`src/rtl/ps2_cmd_scheduler_if.sv`:
```
// Bundle of the requester, PS/2 transceiver and scancode signals around ps2_cmd_scheduler.
// master is the scheduler side; slave is the requester/transceiver side.
interface ps2_cmd_scheduler_if #(
  parameter int unsigned NREQ = 3
);
  logic [NREQ-1:0]   req;
  logic [8*NREQ-1:0] cmd;
  logic [8*NREQ-1:0] arg;
  logic [NREQ-1:0]   has_arg;
  logic [NREQ-1:0]   done;
  logic              fail;
  logic              ps2clk_hold;
  logic              tx_start;
  logic [7:0]        tx_byte;
  logic              tx_done;
  logic              rx_valid;
  logic [7:0]        rx_byte;
  logic              rx_busy;
  logic              scan_valid;
  logic [7:0]        scan_byte;

  modport master (
    input  req, cmd, arg, has_arg, tx_done, rx_valid, rx_byte, rx_busy,
    output done, fail, ps2clk_hold, tx_start, tx_byte, scan_valid, scan_byte
  );

  modport slave (
    output req, cmd, arg, has_arg, tx_done, rx_valid, rx_byte, rx_busy,
    input  done, fail, ps2clk_hold, tx_start, tx_byte, scan_valid, scan_byte
  );
endinterface

```
`src/rtl/ps2_cmd_scheduler.sv`:
```
// Round-robin arbiter and sequencer for host-to-keyboard PS/2 commands, with ACK/RESEND
// retry, timeouts and pass-through of unsolicited bytes as scancodes.
module ps2_cmd_scheduler #(
  parameter int unsigned NREQ      = 3,
  parameter int unsigned RTS_CYC   = 710,
  parameter int unsigned TMO_CYC   = 131072,
  parameter int unsigned MAX_RETRY = 2
) (
  input  logic                 clk_i,
  input  logic                 clk7_en_i,
  input  logic                 reset_ni,
  ps2_cmd_scheduler_if.master  bus
);

  localparam int unsigned IdxW     = (NREQ > 2) ? 2 : 1;
  localparam logic [17:0] RtsLast  = 18'(RTS_CYC - 1);
  localparam logic [17:0] TmoLast  = 18'(TMO_CYC - 1);
  localparam logic [3:0]  RetryMax = 4'(MAX_RETRY);
  localparam logic [7:0]  Ack      = 8'hFA;
  localparam logic [7:0]  Resend   = 8'hFE;

  typedef enum logic [2:0] {StIdle, StRts, StSend, StWaitTx, StWaitRsp, StDone} state_e;

  state_e            state_q;
  logic [17:0]       timer_q;
  logic [IdxW-1:0]   ptr_q, win_q;
  logic [7:0]        cmd_q, arg_q, tx_byte_q, scan_byte_q;
  logic              has_arg_q, phase_arg_q;
  logic [3:0]        retry_q;
  logic              hold_q, tx_start_q, fail_q, scan_valid_q;
  logic [NREQ-1:0]   done_q;

  logic              gnt_found, gnt_has_arg;
  logic [IdxW-1:0]   gnt_idx;
  logic [7:0]        gnt_cmd, gnt_arg;
  int                idx;

  // Descending scan so the requester closest after ptr_q is written last and wins.
  always_comb begin
    gnt_found   = 1'b0;
    gnt_idx     = '0;
    gnt_cmd     = '0;
    gnt_arg     = '0;
    gnt_has_arg = 1'b0;
    idx         = 0;
    for (int k = int'(NREQ) - 1; k >= 0; k--) begin
      idx = (int'(ptr_q) + k) % int'(NREQ);
      if (bus.req[idx]) begin
        gnt_found   = 1'b1;
        gnt_idx     = IdxW'(idx);
        gnt_cmd     = bus.cmd[8*idx +: 8];
        gnt_arg     = bus.arg[8*idx +: 8];
        gnt_has_arg = bus.has_arg[idx];
      end
    end
  end

  logic tmo, ack, next_arg, resend, can_retry, finish, fwd;

  always_comb begin
    tmo       = timer_q >= TmoLast;
    ack       = (state_q == StWaitRsp) && bus.rx_valid && (bus.rx_byte == Ack);
    next_arg  = !phase_arg_q && has_arg_q;
    resend    = ((state_q == StWaitTx) && !bus.tx_done && tmo) ||
                ((state_q == StWaitRsp) && (bus.rx_valid ? (bus.rx_byte == Resend) : tmo));
    can_retry = retry_q < RetryMax;
    finish    = (ack && !next_arg) || (resend && !can_retry);
    // ACK/RESEND are consumed only while a response is awaited.
    fwd       = bus.rx_valid && !((state_q == StWaitRsp) &&
                                  ((bus.rx_byte == Ack) || (bus.rx_byte == Resend)));
  end

  always_ff @(posedge clk_i or negedge reset_ni) begin
    if (!reset_ni) begin
      state_q      <= StIdle;
      timer_q      <= '0;
      ptr_q        <= '0;
      win_q        <= '0;
      cmd_q        <= '0;
      arg_q        <= '0;
      has_arg_q    <= 1'b0;
      phase_arg_q  <= 1'b0;
      retry_q      <= '0;
      hold_q       <= 1'b0;
      tx_start_q   <= 1'b0;
      tx_byte_q    <= '0;
      done_q       <= '0;
      fail_q       <= 1'b0;
      scan_valid_q <= 1'b0;
      scan_byte_q  <= '0;
    end else if (clk7_en_i) begin
      tx_start_q   <= 1'b0;
      done_q       <= '0;
      fail_q       <= 1'b0;
      scan_valid_q <= 1'b0;
      hold_q       <= (state_q == StRts);
      if (timer_q != '1) timer_q <= timer_q + 1'b1;
      if (fwd) begin
        scan_valid_q <= 1'b1;
        scan_byte_q  <= bus.rx_byte;
      end
      unique case (state_q)
        StIdle: begin
          if (gnt_found && !bus.rx_busy) begin
            win_q       <= gnt_idx;
            cmd_q       <= gnt_cmd;
            arg_q       <= gnt_arg;
            has_arg_q   <= gnt_has_arg;
            phase_arg_q <= 1'b0;
            retry_q     <= '0;
            state_q     <= StRts;
            timer_q     <= '0;
          end
        end
        StRts: begin
          if (timer_q >= RtsLast) begin
            state_q <= StSend;
            timer_q <= '0;
          end
        end
        StSend: begin
          tx_start_q <= 1'b1;
          tx_byte_q  <= phase_arg_q ? arg_q : cmd_q;
          state_q    <= StWaitTx;
          timer_q    <= '0;
        end
        StWaitTx: begin
          if (bus.tx_done) begin
            state_q <= StWaitRsp;
            timer_q <= '0;
          end
        end
        StWaitRsp: begin
          if (ack && next_arg) begin
            phase_arg_q <= 1'b1;
            retry_q     <= '0;
            state_q     <= StRts;
            timer_q     <= '0;
          end
        end
        StDone: begin
          ptr_q   <= (win_q == IdxW'(NREQ - 1)) ? '0 : win_q + 1'b1;
          state_q <= StIdle;
          timer_q <= '0;
        end
        default: begin
          state_q <= StIdle;
          timer_q <= '0;
        end
      endcase
      if (resend && can_retry) begin
        retry_q <= retry_q + 1'b1;
        state_q <= StRts;
        timer_q <= '0;
      end
      if (finish) begin
        state_q       <= StDone;
        timer_q       <= '0;
        done_q[win_q] <= 1'b1;
        fail_q        <= !ack;
      end
    end
  end

  assign bus.done        = done_q;
  assign bus.fail        = fail_q;
  assign bus.ps2clk_hold = hold_q;
  assign bus.tx_start    = tx_start_q;
  assign bus.tx_byte     = tx_byte_q;
  assign bus.scan_valid  = scan_valid_q;
  assign bus.scan_byte   = scan_byte_q;

endmodule

```
`src/flat_wrapper.sv`:
```
// flat-port wrapper written by rule: the top's interface ports become plain ports
module ps2_cmd_scheduler_flat 
#(
  parameter int unsigned NREQ      = 3,
  parameter int unsigned RTS_CYC   = 710,
  parameter int unsigned TMO_CYC   = 131072,
  parameter int unsigned MAX_RETRY = 2
)
  (clk_i, clk7_en_i, reset_ni, bus_req, bus_cmd, bus_arg, bus_has_arg, bus_tx_done, bus_rx_valid, bus_rx_byte, bus_rx_busy, bus_done, bus_fail, bus_ps2clk_hold, bus_tx_start, bus_tx_byte, bus_scan_valid, bus_scan_byte);
  ps2_cmd_scheduler_if #(.NREQ(NREQ)) bus_i ();
  input  logic clk_i;
  input  logic clk7_en_i;
  input  logic reset_ni;
  input wire logic [$bits(bus_i.req)-1:0] bus_req;
  input wire logic [$bits(bus_i.cmd)-1:0] bus_cmd;
  input wire logic [$bits(bus_i.arg)-1:0] bus_arg;
  input wire logic [$bits(bus_i.has_arg)-1:0] bus_has_arg;
  input wire logic [$bits(bus_i.tx_done)-1:0] bus_tx_done;
  input wire logic [$bits(bus_i.rx_valid)-1:0] bus_rx_valid;
  input wire logic [$bits(bus_i.rx_byte)-1:0] bus_rx_byte;
  input wire logic [$bits(bus_i.rx_busy)-1:0] bus_rx_busy;
  output wire logic [$bits(bus_i.done)-1:0] bus_done;
  output wire logic [$bits(bus_i.fail)-1:0] bus_fail;
  output wire logic [$bits(bus_i.ps2clk_hold)-1:0] bus_ps2clk_hold;
  output wire logic [$bits(bus_i.tx_start)-1:0] bus_tx_start;
  output wire logic [$bits(bus_i.tx_byte)-1:0] bus_tx_byte;
  output wire logic [$bits(bus_i.scan_valid)-1:0] bus_scan_valid;
  output wire logic [$bits(bus_i.scan_byte)-1:0] bus_scan_byte;
  assign bus_i.req = bus_req;
  assign bus_i.cmd = bus_cmd;
  assign bus_i.arg = bus_arg;
  assign bus_i.has_arg = bus_has_arg;
  assign bus_i.tx_done = bus_tx_done;
  assign bus_i.rx_valid = bus_rx_valid;
  assign bus_i.rx_byte = bus_rx_byte;
  assign bus_i.rx_busy = bus_rx_busy;
  assign bus_done = bus_i.done;
  assign bus_fail = bus_i.fail;
  assign bus_ps2clk_hold = bus_i.ps2clk_hold;
  assign bus_tx_start = bus_i.tx_start;
  assign bus_tx_byte = bus_i.tx_byte;
  assign bus_scan_valid = bus_i.scan_valid;
  assign bus_scan_byte = bus_i.scan_byte;
  ps2_cmd_scheduler #(.NREQ(NREQ), .RTS_CYC(RTS_CYC), .TMO_CYC(TMO_CYC), .MAX_RETRY(MAX_RETRY)) u_core (.clk_i(clk_i), .clk7_en_i(clk7_en_i), .reset_ni(reset_ni), .bus(bus_i));
endmodule
```
`config.mk`:
```
export PLATFORM = sky130hd
export DESIGN_NAME = ps2_cmd_scheduler_flat
export DESIGN_NICKNAME = d
export VERILOG_FILES = /design/src/rtl/ps2_cmd_scheduler_if.sv /design/src/rtl/ps2_cmd_scheduler.sv /design/src/flat_wrapper.sv
export SDC_FILE = /design/constraint.sdc
export NUM_CORES = 1
export LEC_CHECK = 0
export CAP_MARGIN = 20
export CORE_UTILIZATION = 55
export CTS_BUF_LIST = sky130_fd_sc_hd__clkbuf_8
export DETAILED_ROUTE_END_ITERATION = 12
export GPL_TIMING_DRIVEN = 0
export PLACE_DENSITY = 0.84
export SLEW_MARGIN = 30
export SYNTH_ARGS = -nofsm -noshare
export SYNTH_HDL_FRONTEND = slang
export SYNTH_SLANG_ARGS = --single-unit
```
`constraint.sdc`:
```
create_clock -name clk_i -period 3.5 [get_ports clk_i]
set_input_delay 0.525 -clock clk_i [delete_from_list [all_inputs] [get_ports clk_i]]
set_output_delay 0.525 -clock clk_i [all_outputs]
set_load 0.05 [all_outputs]
```
# Yosys cells after proc, flatten, opt, wreduce, memory -nomap -nowiden
# Cells that the tools add are included.
[totals]
in_bits = 68
wordCells = 153
ff_bits = 70
[classes]
reduce_logical = 34
mux = 64
addsub = 5
div = 3
n_lt_le_gt_ge = 8
n_eq_ne = 17
shifts = 6
[op_table]
columns = ["operator", "count"]
rows = [
  ["variable part select 24 x 32 -> 8 bit", 6],
  ["2-to-1 mux 18 bit", 7],
  ["less-than comparator 32 x 4 -> 1 bit, second input constant", 3],
  ["case mux 18 bit (4 select lines)", 1],
  ["modulo 32 x 3 -> 32 bit, second input constant", 2],
  ["2-to-1 mux 8 bit", 7],
  ["modulo 3 x 3 -> 32 bit, second input constant", 1],
  ["2-to-1 mux 1 bit", 25],
  ["2-to-1 mux 3 bit", 7],
  ["adder 18 x 1 -> 18 bit, second input constant", 1],
  ["greater-or-equal comparator 18 x 10 -> 1 bit, second input constant", 1],
  ["greater-or-equal comparator 18 x 17 -> 1 bit, second input constant", 1],
  ["inequality test 18 bit, second input constant", 1],
  ["== test 8 bit, second input constant", 2],
  ["case mux 3 bit (5 select lines)", 1],
  ["logical AND 1 bit", 14],
  ["binary-select mux 1 bit (select 2 bit)", 6],
  ["2-to-1 mux 4 bit", 3],
  ["inequality test 4 x 3 -> 1 bit, second input constant", 3],
  ["2-to-1 mux 2 bit", 4],
  ["case mux 4 bit (2 select lines)", 1],
  ["AND reduction 4 bit", 2],
  ["logical NOT 1 bit", 7],
  ["== test 3 x 2 -> 1 bit, second input constant", 2],
  ["other kinds (24)", 29],
]

# Longest topological paths before layout
# Gate-level depths: netlist of the first run.
[logic_depth]
ltp_word = 13
ltp_mapped = 12

# Least setup slack after synthesis of the first run
# Ideal clock, no wire load.
[synth_path]
path_kind = "reg2reg"
from = "reg u_core.ptr_q[1]"
to = "reg u_core.state_q[2]"
arrival_ps = 2323
synth_period_minus_slack_ps = 2451
stages_incl_launch_ff = 11
setup_slack_ps = 1049
n_path_buf = 1
setup_time_ps = 127
cell_sequence = "dfrtp_1 inv_1 ha_1 buf_6 nand2b_1 o31ai_2 a211oi_2 o211a_1 nor3_4 nand2b_4 mux2_1"
[synth_between]
elab_chain_len = 11
word_cells_on_any_way = 20
[synth_rtl]
columns = ["element", "line", "text"]
rows = [
  ["start: declaration", "ps2_cmd_scheduler.sv:26", "logic [IdxW-1:0] ptr_q, win_q;"],
  ["start signal: assignment", "ps2_cmd_scheduler.sv:142", "ptr_q <= (win_q == IdxW'(NREQ - 1)) ? '0 : win_q + 1'b1;"],
  ["adder 2 x 2 -> 3 bit", "ps2_cmd_scheduler.sv:47", "idx = (int'(ptr_q) + k) % int'(NREQ);"],
  ["modulo 32 x 3 -> 32 bit", "ps2_cmd_scheduler.sv:47", ""],
  ["binary-select mux 1 bit (select 2 bit)", "ps2_cmd_scheduler.sv:48", "if (bus.req[idx]) begin"],
  ["2-to-1 mux 1 bit (not written as such) (2 in series)", "ps2_cmd_scheduler.sv:48", ""],
  ["2-to-1 mux 1 bit (2 in series)", "ps2_cmd_scheduler.sv:48", ""],
  ["2-to-1 mux 1 bit (*)", "ps2_cmd_scheduler.sv:48", ""],
  ["logical AND 1 bit (*)", "ps2_cmd_scheduler.sv:104", "if (gnt_found && !bus.rx_busy) begin"],
  ["inequality test 4 x 1 -> 1 bit (no source line) (*)", "--", ""],
  ["AND reduction 5 bit (no source line) (*)", "--", ""],
  ["end signal: assignment", "ps2_cmd_scheduler.sv:111", "state_q <= StRts;"],
  ["end signal: assignment", "ps2_cmd_scheduler.sv:117", "state_q <= StSend;"],
  ["end signal: assignment", "ps2_cmd_scheduler.sv:124", "state_q <= StWaitTx;"],
  ["end: declaration", "ps2_cmd_scheduler.sv:24", "state_e state_q;"],
]
# Every way passes the cells marked *; elsewhere a longest branch is shown, timed or not. The select of a mux whose other input is x is not followed.
# A chain may end at the register's enable or synchronous reset.

# Final worst setup path of the first run
[layout_path]
from = "reg u_core.ptr_q[0]"
to = "reg u_core.cmd_q[6]"
[layout_between]
elab_chain_len = 10
word_cells_on_any_way = 25
[layout_rtl]
columns = ["element", "line", "text"]
rows = [
  ["adder 2 x 2 -> 3 bit", "ps2_cmd_scheduler.sv:47", ""],
  ["modulo 32 x 3 -> 32 bit", "ps2_cmd_scheduler.sv:47", ""],
  ["binary-select mux 1 bit (select 2 bit)", "ps2_cmd_scheduler.sv:48", ""],
  ["2-to-1 mux 1 bit (not written as such) (2 in series)", "ps2_cmd_scheduler.sv:48", ""],
  ["2-to-1 mux 1 bit (3 in series)", "ps2_cmd_scheduler.sv:48", ""],
  ["logical AND 1 bit", "ps2_cmd_scheduler.sv:104", ""],
  ["AND reduction 3 bit (no source line)", "--", ""],
  ["end signal: assignment", "ps2_cmd_scheduler.sv:106", "cmd_q <= gnt_cmd;"],
  ["end: declaration", "ps2_cmd_scheduler.sv:27", "logic [7:0] cmd_q, arg_q, tx_byte_q, scan_byte_q;"],
]
# Several ways; a longest one is shown, not always the timed one. The select of a mux whose other input is x is not followed.

==> results of run 1 <==
registers in the layout, summed over array words and instances (netlist names), 3 cells and up:
name	cells
u_core.bus.scan_byte	8
u_core.timer_q	18
u_core.state_q	3
u_core.bus.tx_byte	8
u_core.retry_q	4
u_core.cmd_q	8
u_core.arg_q	8
u_core.bus.done	3
cell usage after synthesis, types with 5 or more instances:
cell | instances | area (µm²)
a22o_1 | 18 | 157.7
nand4_1 | 5 | 31.28
ha_1 | 12 | 150.1
o311ai_2 | 8 | 130.1
nand3_1 | 23 | 115.1
a21o_1 | 6 | 45.04
mux2i_1 | 44 | 440.4
dfrtp_1 | 70 | 1752
a211oi_1 | 16 | 120.1
o31ai_1 | 18 | 135.1
o21ai_0 | 27 | 135.1
and3_1 | 9 | 56.30
mux2_2 | 28 | 315.3
a21oi_1 | 27 | 135.1
nor2_1 | 40 | 150.1
clkbuf_1 | 22 | 82.58
buf_2 | 13 | 65.06
nand2_1 | 67 | 251.5
a221oi_1 | 16 | 140.1
nor2b_1 | 8 | 50.05
inv_1 | 16 | 60.06
layer usage:
metal	vias up	part of all wire, %	routed length [µm]
li1	2338	-	-
met1	2456	41	6024
met2	255	50	7302
met3	39	6.7	990
met4	0	2.4	355
met5	-	0	0
logic make-up after synthesis:
logic type	count (synthesis)
AOI/OAI and AO/OA	168
and+or+nand+nor	188
adders and majority gates	12
buffers and inverters	61
muxes	73
DFF	70
final cells by class:
cell class | instances | share of cell area, %
plain buffers | 44 | 3.446
clock buffers | 12 | 2.584
clock inverters | 4 | 0.8418
inverters | 17 | 0.9984
multi-input cells | 441 | 48.71
flip-flops and latches | 70 | 27.41
well taps | 108 | 2.114
repair buffers | 88 | 13.90
final timing paths:
kind	endpoint	slack, ps	cells past startpoint
worst min register to register	u_core.arg_q[5]	480	2
max in group asynchronous	u_core.arg_q[6]	2870	2
min in group clk_i	u_core.arg_q[5]	480	2
worst max register to register	u_core.cmd_q[6]	570	8
worst min-delay path	u_core.timer_q[8]	80	1
worst max-delay path	u_core.cmd_q[6]	570	8
metrics by stage:
step / utilization, % / cell area, µm² / cells / power, mW / hold WS, ps
CTS: 71.88 / 6391 / 784 / 5.055 / 89.11
global route: 71.88 / 6391 / 784 / 5.394 / 103.4
finish: 71.88 / 6391 / 784 / 5.120 / 77.59
global placement: 69.22 / 6155 / 767 / 4.279 / 462.8
floorplan: - / 5149 / 572 / 3.485 / 229.4
detailed placement: 69.42 / 6172 / 768 / 4.343 / 460.3
report_power, final:
part	internal (mW)	total, mW	switching, mW
logic	1.28	3.20	1.92
registers	1.03	1.22	0.185
clock network	0.389	0.698	0.309
total	2.71	5.12	2.42
==> impl_metrics.tcl, run 1 <==
set metrics [dict create \
    wl_per_cell_um 18.72 \
    dieArea_um2 9753 \
    crit_path_start_kind "flop" \
    cts_hold_buf 0 \
    crit_family "compound AO/OA/AOI/OAI gates" \
    drv_cap 0 \
    clock_sinks 70 \
    slowest_stage "o22ai_1" \
    r2r_start "u_core.ptr_q[0]" \
    outcome "finished, final reports clean" \
    tightest_slew_ps 862.5 \
    synthFlopType "dfrtp_1" \
    fin_skew_ps 10.46 \
    power.density_nw_per_um2 801.2 \
    path_class "reg2reg" \
    root_buffer "clkbuf_8" \
    multi_input_area_um2 3113 \
    clk_path_buf_depth 2 \
    syn-num-nets 652 \
    ys_seq_elements 70 \
    synthesis.area_um2 5149 \
    fillCellCount 700 \
    overflow 0 \
    met3_usage_pct 3.830 \
    fmax_mhz 341.9 \
    die_x_um 98.76 \
    via_per_inst 6.490 \
    slowest_delay_ps 620 \
    crit_fanout 10 \
    tns_ps 0 \
    gr-usage-met1_pct 37.85 \
    synthAdderAreaFrac_pct 2.916 \
    start_util_pct 57.91 \
    relSlewSlack_pct 41.97 \
    tritoncts "yes" \
    setup_ws_ps 574.9 \
    routed_wl_um 14670 \
    final_cell_mix "clkdlybuf4s50_1, dfrtp_1, nand2_1, mux2i_1, nor2_1" \
    seqCellArea_um2 1752 \
    drv_slew 0 \
    synth_top_family_by_area "compound AO/OA/AOI/OAI gates" \
    required_ps 3750 \
    io_buffers 87 \
    htree_levels 3 \
    diodes 0 \
    synthMuxAreaShare_pct 14.90 \
    drive_gt1_share_pct 12.72 \
    synth-seq-area-share_pct 34.02 \
    drtIter0Drc 343 \
    grt_max_degree 45 \
    hold_viol_final 0 \
    period_minus_slack_ps 2925 \
    cts_resized 0 \
    detail_route.first_pass.iterations 5 \
    p_leak_nw 2.665 \
    path_buf_inv 3 \
    place_congestion 0.9783 \
    synth-compound-area-share_pct 24.47 \
    grt_pass1_wl_um 23500 \
    crit_start "u_core.ptr_q[0]" \
    drc 0 \
    rows 34 \
    antenna_found_initial 0 \
    synth-xor-area-share_pct 0 \
    numCtsBuffers 9 \
    syn_area_per_cell_um2 9.001 \
    layout_commonest_cell "clkdlybuf4s50_1" \
    synth_cell_type_count 60 \
    vdd_drop_max_mv 0.5415 \
    rsz0062_at_grt "false" \
    core_um2 8891 \
    arrival_ps 3170 \
    die-height_um 98.76 \
    area_growth_pct 24.13 \
    synth_edf_count 0 \
    num_vias 5088 \
    yosysWarnings 0 \
    path_cells "inv_1, ha_1, clkbuf_1, nand2_1, o22ai_1, clkbuf_1, a221oi_1, o31ai_1" \
    nets 751 \
    synthArstFlopShare_pct 100.0 \
    dpl_worst_slack_ps 567.2 \
    synthCells 572 \
    grt_pass1_vias 4971 \
    clkTransAtPathRegs_ps 80 \
    drtAntennaViolNets 0 \
    cpMostUsedCell "clkbuf_1" \
    hpwlAfterDp_um 10930 \
    synthSimpleGateAreaFrac_pct 18.18 \
    globalRouteMet2Util_pct 52.23 \
    insertion_delay_ps 340 \
    setup_viol_count_final 0 \
    fin_crit_sh_pct 83.57 \
    pin_count 91 \
    endpoint_kind "flop" \
    cts_setup_buffers 0 \
    grt_usage_pct 30.34 \
    hold_path.class "in2async" \
    grt.busiest_layer "met2" \
]
(Power assumes the default switching activity.)
==> run 2, diff against run 1 <==
- clock period: 3.5 -> 2.8 ns (I/O delays scaled with it)
==> run 2 against run 1 <==
Fmax up 8.9%. Clock power up 25%. Sequential share of layout area down 0.21 points. Utilization up 0.66 points. Worst hold slack better by 380 ps. Cell count up 0.26%. Critical endpoint is now u_core.cmd_q[4]. Highest routed layer unchanged.
==> impl_metrics.tcl, run 2 (synthesis results as in run 1) <==
set metrics [dict create \
    outcome "finished, final reports clean" \
    crit_path_start_kind "flop" \
    fin_skew_ps 12.46 \
    drc 0 \
    final_util_pct 72.54 \
    hold_path.class "in2reg" \
    largest-register "u_core.timer_q" \
    via_per_inst 6.443 \
    setup_ws_ps 115.1 \
    core_um2 8891 \
    drv_slew 0 \
    start_util_pct 57.91 \
    tns_ps 0 \
    die_x_um 98.76 \
    root_buffer "clkbuf_8" \
    overflow 0 \
    antenna_found_initial 0 \
    nets 753 \
    crit_fanout 10 \
    area_growth_pct 25.27 \
    fmax_mhz 372.5 \
    endpoint_kind "flop" \
    r2r_start "u_core.ptr_q[0]" \
    io_buffers 87 \
    drtAntennaViolNets 0 \
    setup_viol_count_final 0 \
    crit_start "u_core.ptr_q[0]" \
    path_class "reg2reg" \
    p_leak_nw 2.691 \
    detail_route.first_pass.iterations 7 \
    drive_gt1_share_pct 14.45 \
    layout_commonest_cell "clkdlybuf4s50_1" \
    wl_per_cell_um 18.66 \
    hold_start "bus_req[1]" \
    vdd_drop_max_mv 0.6528 \
    instances_no_fill 786 \
    tritoncts "yes" \
    dpl_worst_slack_ps -27.79 \
    met1_length_um 5893 \
    place_congestion 0.9783 \
    fillCellCount 688 \
    num_vias 5064 \
    met2WireLength_um 7229 \
    tightest_slew_ps 857.7 \
    fin_crit_sh_pct 95.89 \
    clock_sinks 70 \
    relSlewSlack_pct 42.29 \
    hold_viol_final 0 \
    htree_levels 3 \
    rows 34 \
    routed_wl_um 14670 \
    power.density_nw_per_um2 1005 \
    grt_pass1_wl_um 23560 \
    hpwlAfterDp_um 10930 \
    insertion_delay_ps 350 \
    grt_usage_pct 30.41 \
    met3WireLength_um 1120 \
    largest_reg_flops 18 \
    routed.top_layer "met4" \
    pin_count 91 \
    numCtsBuffers 9 \
    required_ps 3020 \
    grt_pass1_vias 4962 \
    clkTransAtPathRegs_ps 80 \
    dieArea_um2 9753 \
    clk_path_buf_depth 2 \
    diodes 0 \
    drv_cap 0 \
    dp_cells 768 \
    period_minus_slack_ps 2685 \
    total_power_mw 6.482 \
    grt_max_degree 45 \
    final_cell_mix "clkdlybuf4s50_1, dfrtp_1, nand2_1, mux2i_1, nor2_1" \
    die-height_um 98.76 \
    arrival_ps 2900 \
    drtIter0Drc 319 \
]
run 2: changes by cell type in the layout (fill, tap and decap cells not counted), moves of 2 or more:
cell      before  now
clkbuf_4       0    3
buf_2         13   10
clkbuf_1      22   20
dfrtp_1       70   68
buf_4          3    5
clkbuf_2       1    3
dfrtp_2        0    2
run 2: final timing paths:
| path | cells past startpoint | slack [ps] | endpoint |
|---|---|---|---|
| min reg2reg | 2 | 480 | u_core.arg_q[5] |
| max in group asynchronous | 3 | 1730 | u_core.arg_q[6] |
| min in group asynchronous | 2 | 520 | u_core.timer_q[8] |
| max | 9 | 120 | u_core.cmd_q[4] |
| max reg2reg | 9 | 120 | u_core.cmd_q[4] |
| min | 3 | 450 | u_core.win_q[0] |
run 2: per-stage QoR:
stage | hold slack (ps) | instance area [µm²]
after floorplan | 124.4 | 5149
after global placement | 462.8 | 6155
after detailed placement | 355.3 | 6172
after CTS | 441.1 | 6411
after global routing | 478.5 | 6450
final | 454.9 | 6450
run 2: final cells by class:
class                   instances  area [µm²]  share of cell area, %
well taps                     108       135.1                  2.095
clock inverters                 4       53.80                 0.8341
clock buffers                  12       165.2                  2.561
plain buffers                  43       226.5                  3.511
flip-flops and latches         70        1754                  27.20
repair buffers                 91       913.4                  14.16
multi-input cells             441        3138                  48.65
inverters                      17       63.81                 0.9893
run 2: metal layers:
layer,vias to the layer above,GRT usage (%)
met5,-,0
met3,47,3.972
li1,2344,-
met4,0,14.12
met1,2400,38.04
met2,273,52.29
run 2: worst max-delay path, stage by stage, from the launching register on:
cell and delay [ps]:
dfrtp_2 430, inv_2 70, ha_1 290, buf_6 120, buf_2 270, buf_2 380
mux2i_1 270, o21ai_0 120, a221oi_1 460, o31ai_1 130
run 2: power by group:
group	switching [mW]	leakage (nW)	internal, mW	total [mW]
Sequential	0.230	0.902	1.30	1.52
Combinational	2.43	1.68	1.66	4.09
Clock	0.385	0.105	0.486	0.871
Total	3.04	2.69	3.44	6.48
run 2: repair_timing:
item                                    CTS  global route
endpoints found under the setup margin   13            38
buffers inserted                          1             1
pin swaps                                 1             1
resized for setup                         1            13
hold buffers                              1             0
hold endpoints to repair                 24             0
==> run 3, diff against run 2 <==
- CORE_MARGIN: default -> 2
==> run 3 against run 2 <==
Critical path type unchanged. Sequential share of layout area about the same. Worst setup slack worse by 24 ps. Largest power group unchanged. Routed wire length down 2.0%. Critical path depth unchanged. Non-clock buffer count down 1. Clock skew down 4.3 ps. Power down 0.52%.
==> impl_metrics.tcl, run 3 (synthesis results as in run 1) <==
set metrics [dict create \
    outcome "finished, final reports clean" \
    grt_usage_pct 28.70 \
    hold_path.class "in2reg" \
    numCtsBuffers 9 \
    largest_reg_flops 18 \
    drv_cap 0 \
    rows 35 \
    path_class "reg2reg" \
    path_buf_inv 4 \
    arrival_ps 2930 \
    layout_commonest_cell "clkdlybuf4s50_1" \
    drive_gt1_share_pct 14.62 \
    grt_pass1_vias 4982 \
    p_leak_nw 2.697 \
    slowest_delay_ps 470 \
    fmax_mhz 369.2 \
    overflow 0 \
    fin_crit_sh_pct 96.75 \
    area_growth_pct 25.49 \
    antenna_found_initial 0 \
    required_ps 3020 \
    clock_sinks 70 \
    root_buffer "clkbuf_8" \
    r2r-end "u_core.arg_q[5]" \
    power.density_nw_per_um2 998.0 \
    diodes 0 \
    fin_skew_ps 8.188 \
    relSlewSlack_pct 56.34 \
    crit_fanout 10 \
    core_um2 9153 \
    tns_ps 0 \
    final_cell_mix "clkdlybuf4s50_1, dfrtp_1, nand2_1, mux2i_1, nor2_1" \
    period_minus_slack_ps 2709 \
    drtIter0Drc 378 \
    die_x_um 100.8 \
    final_util_pct 70.59 \
    setup_viol_count_final 0 \
    r2r_start "u_core.ptr_q[1]" \
    fillCellCount 686 \
    place_congestion 0.9292 \
    insertion_delay_ps 350 \
    slowest_stage "clkbuf_1" \
    num_vias 5009 \
    drv_slew 0 \
    tightest_slew_ps 648.9 \
    crit_start "u_core.ptr_q[1]" \
    path_cells "inv_1, ha_1, buf_6, buf_2, clkbuf_1, mux2i_1, o21ai_0, a221oi_1, o31ai_1" \
    regToRegSetupSlack_ps 90 \
    nets 752 \
    io_buffers 87 \
    htree_levels 3 \
    drtAntennaViolNets 0 \
    detail_route.first_pass.iterations 5 \
    grt_max_degree 53 \
    crit_cells 9 \
    clkTransAtPathRegs_ps 80 \
    cp-endpoint "u_core.arg_q[5]" \
    hpwlAfterDp_um 10640 \
    reg2reg_depth 9 \
    hold_viol_final 0 \
    grt_pass1_wl_um 23500 \
    start_util_pct 56.25 \
    pin_count 91 \
    clk_path_buf_depth 2 \
    crit_path_start_kind "flop" \
    endpoint_kind "flop" \
    via_per_inst 6.357 \
    routed_wl_um 14370 \
    tritoncts "yes" \
    dieArea_um2 10150 \
    wl_per_cell_um 18.23 \
    crit_family "buffers and inverters" \
    drc 0 \
    largest-register "u_core.timer_q" \
    die-height_um 100.8 \
    vdd_drop_max_mv 0.6419 \
    hold-path-cell-count 3 \
]
[run 3: cell count changes in the layout (fill, tap and decap cells not counted), sizes merged]
cell / change
buf: +2
clkbuf: -3
[run 3: stage by stage]
step                setup slack, ps  cells  total power [mW]  hold slack (ps)  instance area [µm²]
finish                        91.14    788             6.448            450.8                 6461
detailed placement           -13.62    771             5.414            315.0                 6183
floorplan                     349.2    572             4.357            124.4                 5149
global placement             -886.9    770             5.304            462.3                 6158
global route                 -17.62    788             6.853            459.3                 6461
CTS                           9.284    788             6.301            441.0                 6420
[run 3: layer usage]
layer	vias to the layer above	GRT usage [%]	share of wire (%)
met3	31	4.924	7.2
met1	2396	36.93	41
met4	0	10.22	1.9
met2	245	48.62	49
met5	-	0	0
li1	2337	-	-
[run 3: layout make-up]
type	instances	area (µm²)	area share, %
clock buffers	12	165.2	2.556
well taps	111	138.9	2.149
flip-flops and latches	70	1754	27.15
clock inverters	4	53.80	0.8327
multi-input cells	441	3148	48.72
repair buffers	89	905.9	14.02
plain buffers	44	231.5	3.582
inverters	17	63.81	0.9876
[run 3: repair_timing]
| action | CTS | global route |
|---|---|---|
| hold buffers | 1 | 0 |
| pin swaps | 1 | 1 |
| endpoints found under the setup margin | 12 | 38 |
| resized for setup | 2 | 22 |
| buffers inserted | 0 | 0 |
| hold endpoints to repair | 18 | 0 |
[run 3: worst min-delay path by stage]
stage | from | to | slack [ps]
2_1_floorplan | reset_ni | u_core.arg_q[0] | 120
3_3_place_gp | u_core.arg_q[0] | u_core.arg_q[0] | 460
3_5_place_dp | reset_ni | u_core.timer_q[8] | 320
4_1_cts | clk7_en_i | u_core.state_q[1] | 440
5_1_grt | clk7_en_i | u_core.state_q[1] | 460
6_report | clk7_en_i | u_core.state_q[1] | 450
[run 3: where the power goes]
| group | internal, mW | switching [mW] |
|---|---|---|
| clock network | 0.486 | 0.381 |
| registers | 1.30 | 0.218 |
| logic | 1.64 | 2.42 |
| total | 3.42 | 3.02 |
[run 3: tightest hold or removal path, cell delays in order]
cell and delay, ps:
buf_2 180, nand2b_4 110, o21ai_1 60
